## src/rtl/max_pool_stream.sv

```systemverilog
// Streaming 2x2 max/average pooling of a raster-order frame using a half-width line buffer of pair results.
// The result is registered 1 cycle after its completing pixel; input stalls only while a held result is unaccepted.
module max_pool_stream #(
  parameter int DATA_WIDTH = 32,
  parameter int IMG_WIDTH  = 8,
  parameter int IMG_HEIGHT = 8
) (
  input  logic                         clk_i,
  input  logic                         rst_i,
  input  logic                         pool_mode_i,
  input  logic signed [DATA_WIDTH-1:0] in_data_i,
  input  logic                         in_valid_i,
  output logic                         in_ready_o,
  output logic signed [DATA_WIDTH-1:0] out_data_o,
  output logic                         out_valid_o,
  input  logic                         out_ready_i,
  output logic                         out_last_o
);
  localparam int SW       = DATA_WIDTH + 2;
  localparam int CW       = $clog2(IMG_WIDTH);
  localparam int RW       = $clog2(IMG_HEIGHT);
  localparam int LB_DEPTH = IMG_WIDTH / 2;
  localparam int LW       = (LB_DEPTH > 1) ? $clog2(LB_DEPTH) : 1;

  localparam logic [0:0] EVEN_ROW = 1'b0;
  localparam logic [0:0] ODD_ROW  = 1'b1;

  logic [CW-1:0]                col_q, col_d;
  logic [RW-1:0]                row_q, row_d;
  logic [0:0]                   state_q, state_d;
  logic                         mode_q, mode_d;
  logic signed [DATA_WIDTH-1:0] pair_q, pair_d;
  logic signed [DATA_WIDTH-1:0] out_data_q, out_data_d;
  logic                         out_valid_q, out_valid_d;
  logic                         out_last_q, out_last_d;

  logic signed [SW-1:0]         lb_q [LB_DEPTH];
  logic                         lb_we;
  logic [LW-1:0]                lb_idx;
  logic signed [SW-1:0]         lb_rd;

  logic                         accept;
  logic                         col_end;
  logic                         row_end;
  logic signed [SW-1:0]         in_ext, pair_ext;
  logic signed [SW-1:0]         pair_max, pair_sum;
  logic signed [SW-1:0]         quad_max, quad_sum, quad_avg;
  logic signed [SW-1:0]         lb_wdata;
  logic [DATA_WIDTH-1:0]        quad_res;

  assign in_ready_o  = !out_valid_q || out_ready_i;
  assign out_data_o  = out_data_q;
  assign out_valid_o = out_valid_q;
  assign out_last_o  = out_last_q;

  assign accept  = in_valid_i && in_ready_o;
  assign col_end = (col_q == CW'(IMG_WIDTH - 1));
  assign row_end = (row_q == RW'(IMG_HEIGHT - 1));
  assign lb_idx  = LW'(col_q >> 1);

  // Everything is widened by two bits so a four-pixel sum can never overflow.
  always_comb begin
    in_ext   = {{2{in_data_i[DATA_WIDTH-1]}}, in_data_i};
    pair_ext = {{2{pair_q[DATA_WIDTH-1]}}, pair_q};
    pair_max = (in_ext > pair_ext) ? in_ext : pair_ext;
    pair_sum = in_ext + pair_ext;
    lb_rd    = lb_q[lb_idx];
    quad_max = (pair_max > lb_rd) ? pair_max : lb_rd;
    quad_sum = pair_sum + lb_rd;
    quad_avg = quad_sum >>> 2;
    lb_wdata = mode_q ? pair_sum : pair_max;
    quad_res = mode_q ? quad_avg[DATA_WIDTH-1:0] : quad_max[DATA_WIDTH-1:0];
  end

  always_comb begin
    col_d       = col_q;
    row_d       = row_q;
    state_d     = state_q;
    mode_d      = mode_q;
    pair_d      = pair_q;
    lb_we       = 1'b0;
    out_data_d  = out_data_q;
    out_valid_d = out_valid_q && !out_ready_i;
    out_last_d  = out_last_q && out_valid_d;

    if (accept) begin
      if (col_end) begin
        col_d   = '0;
        row_d   = row_end ? '0 : row_q + RW'(1);
        state_d = (state_q == EVEN_ROW) ? ODD_ROW : EVEN_ROW;
      end else begin
        col_d = col_q + CW'(1);
      end

      if (row_q == '0 && col_q == '0) begin
        mode_d = pool_mode_i;
      end

      if (!col_q[0]) begin
        pair_d = in_data_i;
      end else if (state_q == EVEN_ROW) begin
        lb_we = 1'b1;
      end else begin
        out_valid_d = 1'b1;
        out_data_d  = quad_res;
        out_last_d  = row_end && col_end;
      end
    end
  end

  always_ff @(posedge clk_i) begin
    if (rst_i) begin
      col_q       <= '0;
      row_q       <= '0;
      state_q     <= EVEN_ROW;
      mode_q      <= 1'b0;
      pair_q      <= '0;
      out_data_q  <= '0;
      out_valid_q <= 1'b0;
      out_last_q  <= 1'b0;
    end else begin
      col_q       <= col_d;
      row_q       <= row_d;
      state_q     <= state_d;
      mode_q      <= mode_d;
      pair_q      <= pair_d;
      out_data_q  <= out_data_d;
      out_valid_q <= out_valid_d;
      out_last_q  <= out_last_d;
    end
  end

  // Line buffer is never reset: an even row always fills an entry before the odd row reads it.
  always_ff @(posedge clk_i) begin
    if (lb_we) begin
      lb_q[lb_idx] <= lb_wdata;
    end
  end

endmodule

```

## config.mk

```make
export PLATFORM = sky130hd
export DESIGN_NAME = max_pool_stream
export DESIGN_NICKNAME = d
export VERILOG_FILES = /design/src/rtl/max_pool_stream.sv
export SDC_FILE = /design/constraint.sdc
export NUM_CORES = 1
export LEC_CHECK = 0
export ABC_AREA = 1
export CAP_MARGIN = 20
export CORE_ASPECT_RATIO = 0.7
export CORE_UTILIZATION = 35
export CTS_CLUSTER_DIAMETER = 30
export DETAILED_ROUTE_END_ITERATION = 7
export GPL_TIMING_DRIVEN = 0
export PLACE_DENSITY_LB_ADDON = 0.08
export SETUP_SLACK_MARGIN = 0.05
export SLEW_MARGIN = 20
export SYNTH_ARGS = -nofsm -noshare
export SYNTH_HDL_FRONTEND = slang
export SYNTH_SLANG_ARGS = --single-unit
export TNS_END_PERCENT = 30
```

## constraint.sdc

```tcl
create_clock -name clk_i -period 4.2 [get_ports clk_i]
set_input_delay 0.84 -clock clk_i [delete_from_list [all_inputs] [get_ports clk_i]]
set_output_delay 0.84 -clock clk_i [all_outputs]
set_load 0.01 [all_outputs]
```

# Word-level counts from Yosys, hierarchy flattened
# Memory sizes are Yosys's and may differ from the RTL's. A register that Yosys moved wholly into a read port is not among the register bits.
# Index checks and enable logic that the tools add are counted.
# W data, S select, Z words.
# totals
regBits	74
mem_bits_rw	136
inputBits	37
out_inout_bits	35
word_cells	51
memories	1
# classes
n_addsub	4
n_lt_le_gt_ge	2
n_eq_ne	2
n_mux	19
n_bitwise	1
reduce_logical	14
# mem_list
memory	words	word_bits	rd	rd_ports_with_merged_regs	wr	line	source
lb_q	4	34	1	1	1	37	logic signed [SW-1:0] lb_q [LB_DEPTH];
# ops
operator	count
$mux W34	2
$mux W32	2
$add A33 B34 Y34	1
$gt A34 B34 Y1	1
$add A32 B32 Y33	1
$gt A32 B32 Y1	1
$mux W1	11
$add A3 B1 Y3 const B	2
$eq A3 B3 Y1 const B	2
$logic_not A3 Y1	2
$mux W3	2
$reduce_and A2 Y1	3
$logic_and A1 B1 Y1	5
$mux W2	2
$reduce_and A3 Y1	1
$logic_not A1 Y1	2
$logic_or A1 B1 Y1	1
$not A1 Y1	1

# Longest topological paths before layout
# Gate-level depths: netlist of the first run.
# depth
word_depth	6
ltp_mapped	38
ltp_nobuf	35

# Least setup slack after synthesis of the first run
# Ideal clock, no wire load.
# synth_path
path_kind	input to register
from	in in_data_i[27]
to	reg out_data_q[22] (netlist: out_data_o[22])
setup_time_ps	109
t_arrival_ps	4187
t_required_ps	4091
path_slack_ps	-95
path_stages	29
n_path_buf	4
path_cell_list	ha_1 -> buf_2 -> a21oi_1 -> o21ai_1 -> nand2_1 -> nand2_1 -> a21oi_1 -> nand2_1 -> nand2_2 -> nand3_2 -> buf_6 -> buf_6 -> o21ai_2 -> inv_1 -> ha_1 -> nand2_1 -> inv_1 -> nand3_1 -> nor3_1 -> o2111ai_1 -> nand3_1 -> nand2_1 -> nand2_1 -> clkbuf_1 -> nand3_1 -> nand3_1 -> nand3_1 -> nand2_1 -> inv_1
# synth_between
elab_chain_cells	5
# synth_rtl
element	line	source
start, declared	11	input logic signed [DATA_WIDTH-1:0] in_data_i,
$gt A32 B32 Y1	65	pair_max = (in_ext > pair_ext) ? in_ext : pair_ext;
$mux W34 *	65	
$gt A34 B34 Y1	68	quad_max = (pair_max > lb_rd) ? pair_max : lb_rd;
$mux W32 *	68	
$mux W32 *	72	quad_res = mode_q ? quad_avg[DATA_WIDTH-1:0] : quad_max[DATA_WIDTH-1:0];
end signal, assigned	127	out_data_q <= out_data_d;
end, declared	33	logic signed [DATA_WIDTH-1:0] out_data_q, out_data_d;
# Every way passes the cells marked *; elsewhere a longest branch is shown, timed or not.
# A chain may end at the register's enable or synchronous reset.

# Worst setup path in the final report of the first run
# layout_path
from	in in_data_i[30]
to	reg out_data_q[24] (netlist: out_data_o[24])
# Same word-level chain as after synthesis.

==> impl_metrics.yaml, run 1 <==
critical_path:
  cp_max_fo: 6
  cpMaxStageDelayCell: "ha_4"
  crit_required_ps: 4690
  path_buf_inv: 9
  cp-start-kind: "input port"
  arrival_ps: 4710
  cp-end-kind: "register"
  crit_family: "simple AND/OR/NAND/NOR gates"
  critPathMaxStageDelay_ps: 300
  crit_top_cell: "nand2_2"
  critPathKind: "in -> reg"
finish:
  final_layout_size_suffix_gt1_share_pct: 24.1
  fin_nets: 2295
  area_delta_synth_final_pct: 38.2
  utilization_pct: 49.0
  postLayoutCellArea_sq_mm: 0.0201
  seqCellArea_sq_mm: 0.00550
  multiInputGateArea_sq_mm: 0.00944
  final_cell_mix: "404 x nand2_1, 219 x inv_1, 187 x a21oi_1"
  layout_commonest_cell: "nand2_1"
  fillCellCount: 4002
flow_run:
  maxCapViolations: 0
synthesis:
  syn_avg_cell_area_sq_um: 7.61
  synth_cells: 1910
  syn_area_sq_mm: 0.0145
  yosysWarnings: 0
  yosysSeqAreaShare_pct: 37.7
  synthArstFlopShare_pct: 0
  synth_flop_cell: "edfxtp_1"
  syn_nets: 2083
  yosysUniqueCellTypes: 42
  synth-seq-cells: 208
  synth_edf_count: 132
route:
  num_vias: 14400
  wl_um: 56700
  wl_per_cell_um: 21.0
  postRouteAntennaNets: 0
  drcViolationCount: 0
  via_per_inst: 5.33
  firstDrtPassIters: 5
  first_iter_violations: 1225
clock_network:
  cts_buffer_depth: 3
  clkTransAtPathRegs_ps: 40
  htreeDepth: 2
  clock-root-buffer: "clkbuf_16"
  cts_hold_buf: 0
  clk_latency_ps: 560
  clock-sinks: 208
  cts_buffers: 48
  cts_tree: "done"
outcome:
  outcome: "finished with violations"
  violations: "setup timing"
sta:
  hold_slack_ps: 467
  fin_ws_ps: -20.0
  final_max_slew_viol_count: 0
  finalHoldViolCount: 0
  relSlewSlack_pct: 28.2
  setup-violations-final: 5
  rsz0062_at_grt: "yes"
  tightest_slew_ps: 1070
  period_share_pct: 100
  finalCriticalPeriod_ps: 4220
  fmax_mhz: 237
  skew_ps: 23.2
global_route:
  first_global_vias: 13500
  grt_pass1_wl_um: 82500
  overflow: 0
  grt_antenna_before_repair: 1
  gr-usage-all-layers_pct: 26.0
  grt_max_degree: 14
floorplanning:
  io_pins: 72
  core_sq_mm: 0.0410
  die-area_sq_mm: 0.0424
  die_width_um: 246
  rows: 62
  die_y_um: 173
  start_util_pct: 35.5
placed_design:
  portBuffers: 71
  place_area_sq_mm: 0.0161
  place_hpwl_um: 43400
  gp_congestion: 0.984
  dp_slack_ps: -2260
pwr:
  ir_drop_mv: 0.280
  p_per_area_mw_per_mm2: 519
  p_leak_uw: 0.00859
worst_hold_path:
  min_path_type: "reg -> reg"
-- routing by layer --
layer  vias up  track usage, %  wire (um)
li1       6901               -          -
met1      6961            41.1      28500
met2       473            36.7      23400
met3        86            3.11       3570
met4         0            6.31       1250
met5         -               0          0
-- through the flow --
stage	power [uW]	setup TNS [ps]	cells
floorplan	4540	0	1910
global placement	5610	-406260	2525
detailed placement	5630	-102240	2541
CTS	9920	-22.5	2678
global route	10900	-3500	2703
finish	10400	-60.7	2704
-- cell families after synthesis --
kind of cell / Yosys count / synth area share [%]
simple gates: 739 / 21.2
compound gates: 477 / 18.7
buf+inv: 313 / 8.41
flops: 208 / 37.7
fa+ha+maj: 136 / 11.8
xor+xnor: 37 / 2.23
-- worst register-to-register path: cells and delay by family, from the launching register on --
family	cells	cell delay, ps
AO/OA/AOI/OAI	2	360
adder cells (fa/ha/maj)	2	550
buffers and inverters	9	1040
flip-flops	1	400
AND/OR/NAND/NOR	18	1820
-- report_power, final --
part	internal, uW	total [uW]	switching [uW]
combinational	1570	4350	2780
sequential	2340	2370	32.5
clock	2450	3690	1240
total	6360	10400	4050
-- worst paths after layout --
kind,cells past startpoint,slack (ps),to,start
setup / recovery,31,-20,out_data_o[24],in_data_i[30]
setup reg to reg,31,-10,out_data_o[24],pair_q[28]
hold reg to reg,2,470,out_last_o,out_last_o
hold / removal,2,470,out_last_o,out_last_o
-- synth_stat cells, types with 12 or more instances --
library cell,number,area (sq um)
o21ai_0,152,761
nor3_1,25,125
nor2_1,114,428
dfxtp_1,76,1520
nand3_1,98,490
nand2_2,20,125
ha_1,135,1690
a32oi_1,32,280
nand4_1,20,125
xor2_1,29,254
o21ai_2,19,166
o21a_1,14,105
a21oi_1,213,1070
o21bai_1,12,90.1
nand2_1,449,1690
inv_1,243,912
edfxtp_1,132,3960
clkbuf_1,53,199
-- layout make-up --
type	instances	share of cell area [%]
tap	544	3.39
clock buffer	60	6.51
buffer	65	2.16
inverter	245	4.62
clock inverter	27	1.53
antenna	1	0.0125
multi-input combinational	1389	47.0
sequential	208	27.4
timing repair buffer	165	7.36
-- flip-flops by register name, indices dropped and copies added (netlist names), named ones only --
| name | count |
|---|---|
| state_q | 1 |
| lb_q | 132 |
| col_q | 3 |
| out_last_o | 1 |
| mode_q | 1 |
| row_q | 3 |
| pair_q | 32 |
| out_data_o | 32 |
| out_valid_o | 1 |
-- repair_timing --
item,4_1_cts,5_1_grt
endpoints found under the hold margin,0,0
setup endpoints to repair,36,32
buffers inserted,46,27
cloned,4,4
gates resized for setup,336,207
pin swaps,68,74
No activity file was read; power rests on OpenSTA's default activity.
==> run 2: changes to the inputs <==
--- a/config.mk
+++ b/config.mk
@@ -8,7 +8,7 @@
 export ABC_AREA = 1
 export CAP_MARGIN = 20
 export CORE_ASPECT_RATIO = 0.7
-export CORE_UTILIZATION = 35
+export CORE_UTILIZATION = 55
 export CTS_CLUSTER_DIAMETER = 30
 export DETAILED_ROUTE_END_ITERATION = 7
 export GPL_TIMING_DRIVEN = 0
==> constraint.sdc (replaced) <==
create_clock -name clk_i -period 5.2 [get_ports clk_i]
set_input_delay 1.04 -clock clk_i [delete_from_list [all_inputs] [get_ports clk_i]]
set_output_delay 1.04 -clock clk_i [all_outputs]
set_load 0.01 [all_outputs]
==> run 2 against run 1 <==
The flow now finishes without violations. Clock skew down 7.6 ps. Total power down 31%. Combinational power down 35%. Sequential power shrank 19%. Die area decreased by 36%. Critical endpoint unchanged. Register-to-register slack improved by 590 ps. Critical path depth shrank 1.
==> impl_metrics.yaml, run 2 (same netlist as run 1, synthesis figures left out) <==
outcome:
  outcome: "complete, no violations"
route:
  num_vias: 14200
  firstDrtPassIters: 5
  wl_um: 51000
  postRouteAntennaNets: 0
  drcViolationCount: 0
  wl_per_cell_um: 21.0
  via_per_inst: 5.86
  first_iter_violations: 1459
sta:
  fin_ws_ps: 153
  finalCriticalPeriod_ps: 5050
  rsz0062_at_grt: "no"
  setup-violations-final: 0
  fin_tns_setup_ps: 0
  hold_slack_ps: 463
  period_share_pct: 97.1
  finalHoldViolCount: 0
  relSlewSlack_pct: 31.4
  tightest_slew_ps: 1020
  final_max_slew_viol_count: 0
  fmax_mhz: 198
  skew_ps: 15.6
pwr:
  sw_frac_of_total_pct: 40.0
  power.clock.fraction_pct: 34.2
  combPwrFrac_pct: 39.2
  p_sw_uw: 2880
  p_leak_uw: 0.00799
  power_uw: 7200
  ir_drop_mv: 0.296
  p_per_area_mw_per_mm2: 404
  p_seq_share_pct: 26.6
  p_int_uw: 4320
critical_path:
  path_buf_inv: 8
  crit_family: "simple AND/OR/NAND/NOR gates"
  critPathMaxStageDelay_ps: 300
  cpMaxStageDelayCell: "ha_1"
  cp-start-kind: "input port"
  crit_required_ps: 5610
  cp_max_fo: 10
  arrival_ps: 5460
  critPathKind: "in -> reg"
  cp-end-kind: "register"
finish:
  layout_commonest_cell: "nand2_1"
  largest_reg_flops: 132
  area_delta_synth_final_pct: 22.5
  fin_nets: 2212
  diodes: 0
  regMostFlops: "lb_q"
  final_layout_size_suffix_gt1_share_pct: 9.77
  final_cell_mix: "445 x nand2_1, 243 x inv_1, 209 x a21oi_1"
global_route:
  grt_antenna_before_repair: 0
  grtUsageMet2_pct: 52.4
  first_global_vias: 13300
  grt_pass1_wl_um: 76000
  grt.busiest_layer: "met1"
  use_met3_pct: 11.6
  grt_max_degree: 16
  overflow: 0
  gr-usage-all-layers_pct: 37.2
  grtUsageMet1_pct: 54.7
worst_hold_path:
  min_path_type: "reg -> reg"
flow_run:
  maxCapViolations: 0
clock_network:
  cts_buffer_depth: 3
  cts_tree: "done"
  clk_latency_ps: 530
  htreeDepth: 2
  clock-sinks: 208
  clock-root-buffer: "clkbuf_16"
  cts_buffers: 37
  clkTransAtPathRegs_ps: 50
floorplanning:
  die_y_um: 138
  die-area_sq_mm: 0.0271
  io_pins: 72
  core_sq_mm: 0.0258
  rows: 49
  die_width_um: 196
  start_util_pct: 56.3
placed_design:
  place_hpwl_um: 40100
  gp_congestion: 1.03
  dp_slack_ps: -1450
  portBuffers: 71
-- run 2: changes by cell type in the layout (fill, tap and decap cells not counted), sizes merged, moves of 4 or more --
cell / before / now
dlymetal6s2s: 0 / 24
clkdlybuf4s50: 39 / 43
buf: 131 / 37
clkbuf: 118 / 92
dlygate4sd2: 0 / 4
-- run 2: power by group through the flow --
stage               registers, uW  logic [uW]  clock network, uW
finish                       1920        2820               2460
global route                 1920        3050               2550
CTS                          1910        2630               2470
global placement             1950        2500                  0
floorplan                    1940        1730                  0
detailed placement           1950        2530                  0
-- run 2: final timing paths --
check                startpoint             end  slack (ps)  depth (start not counted)
setup / recovery  in_data_i[27]  out_data_o[24]         150                         30
hold / removal       out_last_o      out_last_o         460                          2
setup reg to reg     pair_q[27]  out_data_o[24]         580                         30
hold reg to reg      out_last_o      out_last_o         460                          2
-- run 2: worst register-to-register path: cells and delay by family (launching register included) --
kind	cells	cell delay [ps]
flops	1	330
compound gates	2	260
fa+ha+maj	2	580
buf+inv	8	960
simple gates	18	2380
-- run 2: stage by stage --
stage / area, sq um / utilization [%] / std cells
2_1_floorplan: 14500 / - / 1910
3_3_place_gp: 15700 / 60.8 / 2338
3_5_place_dp: 15800 / 61.3 / 2351
4_1_cts: 17400 / 67.4 / 2420
5_1_grt: 17800 / 69.0 / 2425
6_report: 17800 / 69.0 / 2425
-- run 2: final cells by class --
type	count	area (sq um)
Tap cell	357	447
Timing Repair Buffer	90	928
Inverter	245	920
Fill cell	2077	8010
Multi-Input combinational cell	1389	8390
Sequential cell	208	5490
Clock inverter	26	317
Clock buffer	42	965
Buffer	68	355
-- run 2: layer usage --
layer	share of wire (%)	vias up	wire length, um
met5	0	-	0
met4	2.4	0	1200
met3	13	85	6550
met2	40	774	20600
met1	44	6623	22600
li1	-	6734	-
-- run 2: timing repair --
action | CTS | global route
resized for setup | 58 | 76
buffers inserted | 1 | 5
hold buffers | 0 | 0
pin swaps | 4 | 11
endpoints found under the setup margin | 32 | 32
